<file path="src/rtl/video_timing_gen.sv">
`default_nettype none
// ============================================================================
//  Module      : video_timing_gen
//  Description : Video timing and test-pattern generator running on the
//                50 MHz system clock. A fractional accumulator produces the
//                pixel clock-enable; horizontal/vertical counters advance on
//                each strobe and drive registered sync, data-enable,
//                coordinates and RGB pattern data for the TMDS encoder.
//  Revision    : 1.0 - initial release
// ----------------------------------------------------------------------------
//  Ports
//    clk_50m     in   1          system clock
//    rst         in   1          asynchronous active-high reset
//    en          in   1          run enable; low forces the generator idle
//    mode        in   2          0 bars, 1 gradient, 2 checkerboard, 3 solid
//    solid_rgb   in   3*COLOR_W  {R,G,B} colour for mode 3
//    pix_ce      out  1          one-cycle pixel-enable strobe
//    hsync       out  1          horizontal sync (HS_POL level when active)
//    vsync       out  1          vertical sync (VS_POL level when active)
//    de          out  1          data enable
//    x, y        out  16         active pixel coordinates (0 outside de)
//    rgb         out  3*COLOR_W  {R,G,B} pixel data (0 outside de)
//    frame_start out  1          marks pixel (0,0) of each frame
// ============================================================================
module video_timing_gen #(
    parameter int MAIN_FRE   = 50,
    parameter int VIDEO_RATE = 25,
    parameter int H_ACTIVE   = 640,
    parameter int H_FP       = 16,
    parameter int H_SYNC     = 96,
    parameter int H_BP       = 48,
    parameter int V_ACTIVE   = 480,
    parameter int V_FP       = 10,
    parameter int V_SYNC     = 2,
    parameter int V_BP       = 33,
    parameter int HS_POL     = 0,
    parameter int VS_POL     = 0,
    parameter int COLOR_W    = 8
) (
    input  logic                   clk_50m,
    input  logic                   rst,
    input  logic                   en,
    input  logic [1:0]             mode,
    input  logic [3*COLOR_W-1:0]   solid_rgb,
    output logic                   pix_ce,
    output logic                   hsync,
    output logic                   vsync,
    output logic                   de,
    output logic [15:0]            x,
    output logic [15:0]            y,
    output logic [3*COLOR_W-1:0]   rgb,
    output logic                   frame_start
);

    localparam int C_H_TOTAL = H_ACTIVE + H_FP + H_SYNC + H_BP;
    localparam int C_V_TOTAL = V_ACTIVE + V_FP + V_SYNC + V_BP;
    // Accumulator must hold acc + VIDEO_RATE, which never exceeds
    // MAIN_FRE - 1 + VIDEO_RATE.
    localparam int C_ACC_W   = $clog2(MAIN_FRE + VIDEO_RATE + 1);
    localparam int C_BAR_W   = (H_ACTIVE / 8 > 0) ? (H_ACTIVE / 8) : 1;

    localparam logic [C_ACC_W-1:0] C_RATE = C_ACC_W'(VIDEO_RATE);
    localparam logic [C_ACC_W-1:0] C_MAIN = C_ACC_W'(MAIN_FRE);

    localparam logic [15:0] C_H_LAST     = 16'(C_H_TOTAL - 1);
    localparam logic [15:0] C_V_LAST     = 16'(C_V_TOTAL - 1);
    localparam logic [15:0] C_H_ACT      = 16'(H_ACTIVE);
    localparam logic [15:0] C_V_ACT      = 16'(V_ACTIVE);
    localparam logic [15:0] C_HS_START   = 16'(H_ACTIVE + H_FP);
    localparam logic [15:0] C_HS_END     = 16'(H_ACTIVE + H_FP + H_SYNC);
    localparam logic [15:0] C_VS_START   = 16'(V_ACTIVE + V_FP);
    localparam logic [15:0] C_VS_END     = 16'(V_ACTIVE + V_FP + V_SYNC);

    localparam logic C_HS_ACT = (HS_POL != 0);
    localparam logic C_VS_ACT = (VS_POL != 0);

    logic [C_ACC_W-1:0]   r_acc;
    logic [15:0]          r_h_cnt;
    logic [15:0]          r_v_cnt;
    logic [1:0]           r_mode;

    logic [C_ACC_W-1:0]   w_acc_sum;
    logic                 w_origin;
    logic                 w_de;
    logic                 w_hs_act;
    logic                 w_vs_act;
    logic [1:0]           w_mode;
    logic [2:0]           w_bar;
    logic [3*COLOR_W-1:0] w_pix;

    assign w_acc_sum = r_acc + C_RATE;
    assign w_origin  = (r_h_cnt == 16'd0) && (r_v_cnt == 16'd0);
    assign w_de      = (r_h_cnt < C_H_ACT) && (r_v_cnt < C_V_ACT);
    assign w_hs_act  = (r_h_cnt >= C_HS_START) && (r_h_cnt < C_HS_END);
    assign w_vs_act  = (r_v_cnt >= C_VS_START) && (r_v_cnt < C_VS_END);

    // The origin pixel already uses the freshly sampled mode so that a new
    // pattern starts exactly at frame_start and never mid-frame.
    assign w_mode = w_origin ? mode : r_mode;

    // Bar index by threshold comparison; anything past bar 6 lands in bar 7,
    // which therefore absorbs the remainder of H_ACTIVE/8.
    always_comb begin
        w_bar = 3'd0;
        for (int k = 1; k < 8; k++) begin
            if (r_h_cnt >= 16'(k * C_BAR_W)) begin
                w_bar = 3'(k);
            end
        end
    end

    // Bar colours white, yellow, cyan, green, magenta, red, blue, black map
    // to R = ~idx[1], G = ~idx[2], B = ~idx[0].
    always_comb begin
        w_pix = '0;
        case (w_mode)
            2'd0: w_pix = {{COLOR_W{~w_bar[1]}}, {COLOR_W{~w_bar[2]}},
                           {COLOR_W{~w_bar[0]}}};
            2'd1: w_pix = {3{r_h_cnt[COLOR_W-1:0]}};
            2'd2: w_pix = (r_h_cnt[5] ^ r_v_cnt[5]) ? {3*COLOR_W{1'b1}}
                                                     : {3*COLOR_W{1'b0}};
            default: w_pix = solid_rgb;
        endcase
    end

    always_ff @(posedge clk_50m or posedge rst) begin
        if (rst) begin
            r_acc       <= '0;
            r_h_cnt     <= '0;
            r_v_cnt     <= '0;
            r_mode      <= 2'd0;
            pix_ce      <= 1'b0;
            hsync       <= ~C_HS_ACT;
            vsync       <= ~C_VS_ACT;
            de          <= 1'b0;
            x           <= '0;
            y           <= '0;
            rgb         <= '0;
            frame_start <= 1'b0;
        end else if (!en) begin
            r_acc       <= '0;
            r_h_cnt     <= '0;
            r_v_cnt     <= '0;
            r_mode      <= 2'd0;
            pix_ce      <= 1'b0;
            hsync       <= ~C_HS_ACT;
            vsync       <= ~C_VS_ACT;
            de          <= 1'b0;
            x           <= '0;
            y           <= '0;
            rgb         <= '0;
            frame_start <= 1'b0;
        end else begin
            if (w_acc_sum >= C_MAIN) begin
                r_acc  <= w_acc_sum - C_MAIN;
                pix_ce <= 1'b1;
            end else begin
                r_acc  <= w_acc_sum;
                pix_ce <= 1'b0;
            end

            // Outputs capture the counter position of this strobe while the
            // counters move on, giving one strobe of latency.
            if (pix_ce) begin
                de          <= w_de;
                hsync       <= w_hs_act ? C_HS_ACT : ~C_HS_ACT;
                vsync       <= w_vs_act ? C_VS_ACT : ~C_VS_ACT;
                x           <= w_de ? r_h_cnt : 16'd0;
                y           <= w_de ? r_v_cnt : 16'd0;
                rgb         <= w_de ? w_pix : '0;
                frame_start <= w_origin;

                if (w_origin) begin
                    r_mode <= mode;
                end

                if (r_h_cnt == C_H_LAST) begin
                    r_h_cnt <= '0;
                    r_v_cnt <= (r_v_cnt == C_V_LAST) ? 16'd0 : r_v_cnt + 16'd1;
                end else begin
                    r_h_cnt <= r_h_cnt + 16'd1;
                end
            end
        end
    end

endmodule
`default_nettype wire

</file>
<file path="config.mk">
export PLATFORM = sky130hd
export DESIGN_NAME = video_timing_gen
export DESIGN_NICKNAME = d
export VERILOG_FILES = /design/src/rtl/video_timing_gen.sv
export SDC_FILE = /design/constraint.sdc
export NUM_CORES = 1
export LEC_CHECK = 0
export BUFFER_PORTS_ARGS = -buffer_cell sky130_fd_sc_hd__clkbuf_2
export CORE_MARGIN = 3
export CORE_UTILIZATION = 55
export DETAILED_ROUTE_END_ITERATION = 10
export PLACE_DENSITY = 0.82
export SLEW_MARGIN = 0
export SYNTH_ARGS = -nofsm -noshare
export SYNTH_HDL_FRONTEND = slang
export SYNTH_SLANG_ARGS = --single-unit
</file>
<file path="constraint.sdc">
create_clock -name clk_50m -period 5.9 [get_ports clk_50m]
set_clock_uncertainty 0.15 [all_clocks]
set_input_delay 0.295 -clock clk_50m [delete_from_list [all_inputs] [get_ports clk_50m]]
set_output_delay 0.295 -clock clk_50m [all_outputs]
set_load 0.05 [all_outputs]
</file>
; ---- After elaboration in Yosys (flattened, before gate mapping)
; Index checks and enable logic that the tools add are counted.
[totals]
register_bits = 102
input_bits = 29
out_inout_bits = 61
wordCells = 90
[op_classes]
n_addsub = 4
order_cmp = 14
eq_ne = 6
n_mux = 42
bitwise = 4
n_reduce_logical = 8
[op_table]
columns = cell, count
row1 = 2-to-1 mux 16 bit, 13
row2 = 2-to-1 mux 24 bit, 4
row3 = case mux 24 bit (3 select lines), 1
row4 = "greater-or-equal comparator 16 x 9 -> 1 bit, second input constant", 4
row5 = "adder 16 x 1 -> 16 bit, second input constant", 2
row6 = "== test 16 x 10 -> 1 bit, second input constant", 2
row7 = "greater-or-equal comparator 16 x 10 -> 1 bit, second input constant", 2
row8 = "greater-or-equal comparator 16 x 8 -> 1 bit, second input constant", 2
row9 = zero test 16 bit, 2
row10 = "< comparator 16 x 10 -> 1 bit, second input constant", 2
row11 = "< comparator 16 x 9 -> 1 bit, second input constant", 2
row12 = 2-to-1 mux 3 bit, 6
row13 = "greater-or-equal comparator 16 x 7 -> 1 bit, second input constant", 1
row14 = 2-to-1 mux 7 bit, 2
row15 = 2-to-1 mux 1 bit, 13
row16 = "adder 7 x 5 -> 7 bit, second input constant", 1
row17 = "greater-or-equal comparator 7 x 6 -> 1 bit, second input constant", 1
row18 = "subtractor 7 x 6 -> 7 bit, second input constant", 1
row19 = 2-to-1 mux 2 bit, 3
row20 = logical AND 1 bit, 4
row21 = "!= test 2 x 1 -> 1 bit, second input constant", 2
row22 = NOT 1 bit, 3
row23 = "== test 2 x 1 -> 1 bit, second input constant", 1
row24 = "== test 2 bit, second input constant", 1
row25 = 3 further kinds, 3

; ---- Depth between registers and ports, before layout
; Gate-level depths: netlist of run 1.
[depth]
ltp_word = 13
mapped_depth = 9
ltp_nobuf = 8

; ---- Worst setup path after synthesis of run 1
; Ideal clock, no wire load.
[synth_path]
kind = register to register
start = reg pix_ce
end = reg rgb[11]
setup_time_ns = 0.082
arrival_time_ns = 2.102
required_ns = 5.668
slack_ns = 3.566
path_stages_with_launch = 7
n_path_buf = 2
period_less_slack_ns = 2.334
path_cell_list = dfrtp_1 clkbuf_1 nand3b_1 nor4b_4 buf_2 a22oi_1 a22oi_2
[synth_via]
elab_chain_len = 1
[synth_rtl]
columns = item, line
row1 = start: declaration, 45  ; output logic pix_ce,
row2 = start signal: assignment, 132  ; pix_ce <= 1'b0;
row3 = start signal: assignment, 145  ; pix_ce <= 1'b0;
row4 = start signal: assignment, 156  ; pix_ce <= 1'b1;
row5 = != test 2 x 1 -> 1 bit (no source line), --
row6 = end signal: assignment, 170  ; rgb <= w_de ? w_pix : '0;
row7 = end: declaration, 51  ; output logic [3*COLOR_W-1:0] rgb,
; No other way between the ends.
; A chain may end at the register's enable or synchronous reset.

; ---- Final worst setup path of run 1
[layout_path]
start = reg r_v_cnt[1]
end = reg r_v_cnt[3]
[layout_via]
elab_chain_len = 5
word_cells_on_any_way = 6
classes_between = 1 x add/sub / 1 x eq/ne / 4 x mux
[layout_rtl]
columns = item, line
row1 = start: declaration, 79  ; logic [15:0] r_v_cnt;
row2 = start signal: assignment, 179  ; r_v_cnt <= (r_v_cnt == C_V_LAST) ? 16'd0 : r_v_cnt + 16'd1;
row3 = adder 16 x 1 -> 16 bit or == test 16 x 10 -> 1 bit (tied branches), 179
row4 = 2-to-1 mux 16 bit *, 179
row5 = 2-to-1 mux 16 bit *, 177  ; if (r_h_cnt == C_H_LAST) begin
row6 = 2-to-1 mux 16 bit *, 164  ; if (pix_ce) begin
row7 = 2-to-1 mux 16 bit *, 140  ; end else if (!en) begin
; Every way passes the cells marked *; elsewhere a longest branch is shown, timed or not. The select of a mux whose other input is x is not followed.

==> results of run 1 <==
worst min path at each step:
stage	startpoint	endpoint	slack, ns	depth (start not counted)
floorplan	mode[0]	r_mode[0]	0.30	2
global placement	rst	x[11]	0.16	2
detailed placement	rst	x[13]	0.17	2
CTS	solid_rgb[0]	rgb[0]	0.03	3
global route	solid_rgb[0]	rgb[0]	0.06	3
finish	solid_rgb[0]	rgb[0]	0.04	3
metrics by stage:
stage               setup slack (ns)  instances  area (sq um)  power [mW]  hold WS (ns)
finish                         2.828        730          6006       1.970       0.04440
detailed placement             2.881        713          5806       1.552        0.1685
global route                   2.666        730          6006       2.082       0.05724
floorplan                      2.783        524          5304       1.399        0.2990
CTS                            2.838        730          6006       1.979       0.03148
global placement               3.200        713          5806       1.531        0.1605
cells by family after synthesis:
| group | after synthesis | share of synthesized area |
|---|---|---|
| multiplexers | 4 | 0.007785 |
| AO/OA/AOI/OAI | 149 | 0.2130 |
| XOR/XNOR | 26 | 0.04293 |
| buffers and inverters | 48 | 0.03798 |
| AND/OR/NAND/NOR | 188 | 0.2000 |
| adder cells (fa/ha/maj) | 7 | 0.01651 |
| flip-flops | 102 | 0.4817 |
cell type report:
cell class	instances	area [sq um]
Fill cell	748	3322
Tap cell	129	161.4
Inverter	15	58.81
Multi-Input combinational cell	374	2555
Clock inverter	7	66.31
Sequential cell	102	2555
Timing Repair Buffer	94	485.5
Clock buffer	9	123.9
synthesized netlist by cell type (6+ instances only):
cell type    n  area, sq um
a22oi_2     11        137.6
nand4_1     15        93.84
dfrtp_1    100         2502
inv_1       15        56.30
o21ai_1      6        30.03
nand3_1     18        90.09
nor3_1       7        35.03
a22o_1      19        166.4
o21ai_0     21        105.1
and2_1      26        162.7
nor2_1      33        123.9
nor2b_1      7        43.79
clkbuf_1    23        86.33
buf_2        8        40.04
a31oi_1      6        37.54
a22oi_1     15        112.6
nand2b_1     6        37.54
ha_1         7        87.58
xor2_1      16        140.1
xnor2_1     10        87.58
a21oi_1     32        160.2
a221oi_1     6        52.55
nand2_1     42        157.7
and3_1       6        37.54
state kept, by name, summed over array words and instances (netlist names):
| signal | count |
|---|---|
| pix_ce | 1 |
| de | 1 |
| vsync | 1 |
| x | 16 |
| y | 16 |
| frame_start | 1 |
| r_v_cnt | 16 |
| r_acc | 7 |
| rgb | 24 |
| r_h_cnt | 16 |
| hsync | 1 |
| r_mode | 2 |
worst reg2reg max path, cell delays in order, from the launching register on:
cell and delay (ns):
dfrtp_1 0.47, inv_1 0.09, ha_1 0.13, nor4b_2 0.28, nand4_1 0.27, o21ai_0 0.89
nand2b_1 0.47, nand2b_1 0.17, o21ai_1 0.06
per-layer routing:
layer / vias to the layer above / GRT usage / wire (um)
li1: 2048 / - / -
met1: 2139 / 0.3220 / 5549
met2: 142 / 0.3700 / 5848
met3: 16 / 0.04966 / 681
met4: 0 / 0.07123 / 156
met5: - / 0 / 0
report_power, final:
group | switching [mW] | internal [mW] | leakage (nW)
sequential | 0.0700 | 0.770 | 1.40
clock | 0.267 | 0.164 | 0.0953
combinational | 0.481 | 0.218 | 1.31
==> impl_metrics.py, run 1 <==
metrics = {
    "setup_path": {
        "worst-path-max-fanout": 11,
        "reg2reg_slack_ns": 2.83,
        "crit_buf_inv": 1,
        "cpMostUsedCell": "nand2b_1",
        "cp.required_ns": 6.01,
        "r2r-start": "r_v_cnt[1]",
        "crit_cells": 8,
        "r2r_end": "r_v_cnt[3]",
        "critPathLaunchType": "register",
        "crit_arrival_ns": 3.18,
        "r2r_cells": 8,
        "crit_path_start": "r_v_cnt[1]",
        "path_class": "reg -> reg",
        "max_stage_delay_ns": 0.89,
        "end_kind": "register",
        "crit_family": "simple AND/OR/NAND/NOR gates",
        "endpoint": "r_v_cnt[3]",
        "path_cells": "inv_1, ha_1, nor4b_2, nand4_1, o21ai_0, nand2b_1, nand2b_1, o21ai_1",
        "crit_slowest_cell": "o21ai_0",
    },
    "routing": {
        "ant_nets": 0,
        "drtIter0Drc": 446,
        "firstDrtPassIters": 5,
        "drc": 0,
        "drt_wl_total_um": 12240,
        "viasPerCell": 5.952,
        "wire_per_inst_um": 16.76,
        "num_vias": 4345,
    },
    "cells_and_area": {
        "syn_to_final_growth_pct": 13.23,
        "fin_nets": 632,
        "diodes": 0,
        "final_cell_mix": "100 x dfrtp_1, 89 x clkbuf_2, 42 x nand2_1",
        "drive_gt1_frac": 0.2413,
        "post-route-util": 0.6439,
        "final_common_cell": "dfrtp_1",
    },
    "run_status": {
        "status": "finished, final reports clean",
    },
    "grt": {
        "grt_start_max_net_pins": 77,
        "grt_pass1_wl_um": 20870,
        "overflow": 0,
        "antenna_found_initial": 0,
        "grt_pass1_vias": 4250,
        "track_usage": 0.2326,
    },
    "timing": {
        "period_share": 0.5207,
        "slew_headroom": 0.2999,
        "rsz0062_at_grt": "no",
        "worst_pin_slew_ns": 1.039,
        "period_needed_ns": 3.072,
        "finalSetupTns_ns": 0,
        "fmaxAchievable_mhz": 325.5,
        "report.final.slew_viol_count": 0,
        "setup_viol": 0,
        "finalHoldViolations": 0,
    },
    "clocking": {
        "cts.sinks": 102,
        "clk_pin_slew_worst_paths_ns": 0.10,
        "htreeDepth": 3,
        "clk_latency_ns": 0.38,
        "numCtsBuffers": 9,
        "clockBufferDepth": 2,
        "clockRootBuffer": "clkbuf_8",
        "cts_resized": 0,
        "holdBufCountCts": 1,
        "cts_tree": "yes",
        "cts_setup_buffers": 0,
    },
    "logic_synthesis": {
        "yosys_warnings": 0,
        "synth.net_count": 560,
        "syn-cell-area_sq_um": 5304,
        "netlist_instances": 524,
        "ys.flop_type": "dfrtp_1",
        "yosysSeqAreaShare": 0.4817,
        "syn_avg_cell_area_sq_um": 10.12,
        "synth.distinct_cells": 63,
        "synth-seq-cells": 102,
        "synth-edff-count": 0,
        "ys_async_sr_fraction": 1.000,
    },
    "die": {
        "die_area_sq_um": 10860,
        "die-width_um": 104.2,
        "fp.coreArea_sq_um": 9328,
        "start_util": 0.5686,
        "num_rows": 35,
        "io_pins": 90,
        "die_y_um": 104.2,
    },
    "placement": {
        "hpwl_um": 8656,
        "portBuffers": 89,
        "gp_congestion": 0.8914,
    },
    "pwr": {
        "ir_drop_uv": 253.1,
        "p_leak_nw": 2.807,
        "p_per_area_nw_per_um2": 328.0,
    },
    "run": {
        "maxCapViolations": 0,
    },
    "worst_hold_path": {
        "hold_class": "in -> reg",
    },
}
(Power assumes the default switching activity.)
==> inputs of run 2 (changes only) <==
Clock period 5.9 ns to 3.2 ns, I/O delays scaled along.
==> run 2 against run 1 <==
  * Final cell count up 3.6%
  * Critical path depth unchanged
  * Count of clock-buffer cells in the layout did not move
  * Largest cell class unchanged
  * Routed wire length rose by 9.1%
  * Critical endpoint is now rgb[0]
  * Non-clock buffer count up 26
  * Via count is 5.5% higher
  * Die area is the same
  * Core utilization grew 3.1 points
  * Setup slack got worse by 2.3 ns
  * Critical path type unchanged
==> impl_metrics.py, run 2 (synthesis results as in run 1) <==
metrics = {
    "grt": {
        "overflow": 0,
        "grt_use_met1": 0.3454,
        "grt_util_met2": 0.4109,
        "antenna_found_initial": 0,
        "track_usage": 0.2585,
        "grt_start_max_net_pins": 93,
        "met3_usage": 0.05649,
        "grt_pass1_wl_um": 23020,
        "top_usage_layer": "met2",
        "grt_pass1_vias": 4444,
    },
    "timing": {
        "fin_ws_ns": 0.4811,
        "worst_pin_slew_ns": 1.097,
        "rsz0062_at_grt": "no",
        "slew_headroom": 0.2689,
        "period_share": 0.8496,
        "finalSetupTns_ns": 0,
        "fmaxAchievable_mhz": 367.8,
        "report.final.slew_viol_count": 0,
        "finalHoldViolations": 0,
        "setup_viol": 0,
        "period_needed_ns": 2.719,
    },
    "pwr": {
        "p_leak_nw": 2.929,
        "p_per_area_nw_per_um2": 599.0,
        "ir_drop_uv": 405.4,
    },
    "setup_path": {
        "reg2reg_slack_ns": 0.48,
        "cp.required_ns": 3.34,
        "crit_family": "simple AND/OR/NAND/NOR gates",
        "end_kind": "register",
        "worst-path-max-fanout": 7,
        "crit_arrival_ns": 2.86,
        "crit_buf_inv": 1,
        "crit_slowest_cell": "nor3_2",
        "critPathLaunchType": "register",
        "path_cells": "inv_1, ha_1, nor4b_2, nand4_1, nor3_2, mux2i_1, a21oi_1, o21ai_1",
        "path_class": "reg -> reg",
        "max_stage_delay_ns": 0.58,
    },
    "cells_and_area": {
        "fin_area_sq_um": 6294,
        "syn_to_final_growth_pct": 18.66,
        "final_cell_mix": "100 x dfrtp_1, 89 x clkbuf_2, 42 x nand2_1",
        "largest_reg_flops": 24,
        "final_common_cell": "dfrtp_1",
        "regMostFlops": "rgb",
        "fin_nets": 658,
        "diodes": 0,
        "drive_gt1_frac": 0.2344,
    },
    "run_status": {
        "status": "finished, final reports clean",
    },
    "routing": {
        "num_vias": 4582,
        "viasPerCell": 6.061,
        "drt_wl_total_um": 13350,
        "firstDrtPassIters": 6,
        "drc": 0,
        "drtIter0Drc": 482,
        "ant_nets": 0,
        "wire_per_inst_um": 17.65,
    },
    "die": {
        "fp.coreArea_sq_um": 9328,
        "start_util": 0.5686,
        "die_y_um": 104.2,
        "die-width_um": 104.2,
        "num_rows": 35,
        "die_area_sq_um": 10860,
        "io_pins": 90,
    },
    "placement": {
        "dpl_cell_area_sq_um": 5833,
        "dp_slack_ns": 0.5342,
        "gp_congestion": 0.8823,
        "hpwl_um": 8580,
        "portBuffers": 89,
    },
    "clocking": {
        "cts.sinks": 102,
        "cts_tree": "yes",
        "clockRootBuffer": "clkbuf_8",
        "htreeDepth": 3,
        "numCtsBuffers": 9,
        "clockBufferDepth": 2,
        "cts_resized": 0,
        "clk_latency_ns": 0.37,
        "clk_pin_slew_worst_paths_ns": 0.10,
    },
    "worst_hold_path": {
        "hold_class": "in -> reg",
    },
    "run": {
        "maxCapViolations": 0,
    },
}
run 2: changes by cell type in the layout (fill, tap and decap cells not counted), sizes merged:
cell and change:
buf +2, dlygate4sd3 +24, inv +1, clkinv -2, bufinv +1
run 2: final cells by class:
type                       count  area, sq um
multi-input combinational    374         2555
fill                         666         3034
clock inverter                 7        86.33
timing repair buffer         120        753.2
inverter                      15        58.81
sequential                   102         2555
tap                          129        161.4
clock buffer                   9        123.9
run 2: report_power, final:
part	switching, mW	total (mW)	internal [mW]
logic	0.917	1.35	0.429
clock network	0.480	0.861	0.381
registers	0.144	1.56	1.42
total	1.54	3.77	2.23
run 2: path summary, 6_finish.rpt:
check                      endpoint        from  cells after the start
hold / removal                hsync          en                      2
setup reg to reg             rgb[0]  r_v_cnt[0]                      8
setup / recovery             rgb[0]  r_v_cnt[0]                      8
max in group asynchronous      x[3]         rst                      4
min in group asynchronous     y[15]         rst                      3
hold reg to reg             rgb[17]     rgb[17]                      2
run 2: timing repair:
action                    in CTS  in global routing
hold endpoints to repair     113                  0
buffers inserted               0                  0
hold buffers                  25                  0
run 2: layer usage:
metal / vias up / share of wire
met4: 0 / 0.028
met1: 2208 / 0.42
met3: 37 / 0.070
met2: 232 / 0.48
met5: - / 0
li1: 2105 / -
run 2: through the flow:
step | hold WS (ns) | util | instances | total power, mW
6_report | 0.01812 | 0.6747 | 756 | 3.770
5_1_grt | 0.03346 | 0.6747 | 756 | 3.987
4_1_cts | 0.007126 | 0.6747 | 756 | 3.751
3_5_place_dp | 0.2955 | 0.6254 | 715 | 2.872
3_3_place_gp | 0.2875 | 0.6254 | 715 | 2.828
2_1_floorplan | 0.1640 | - | 524 | 2.579
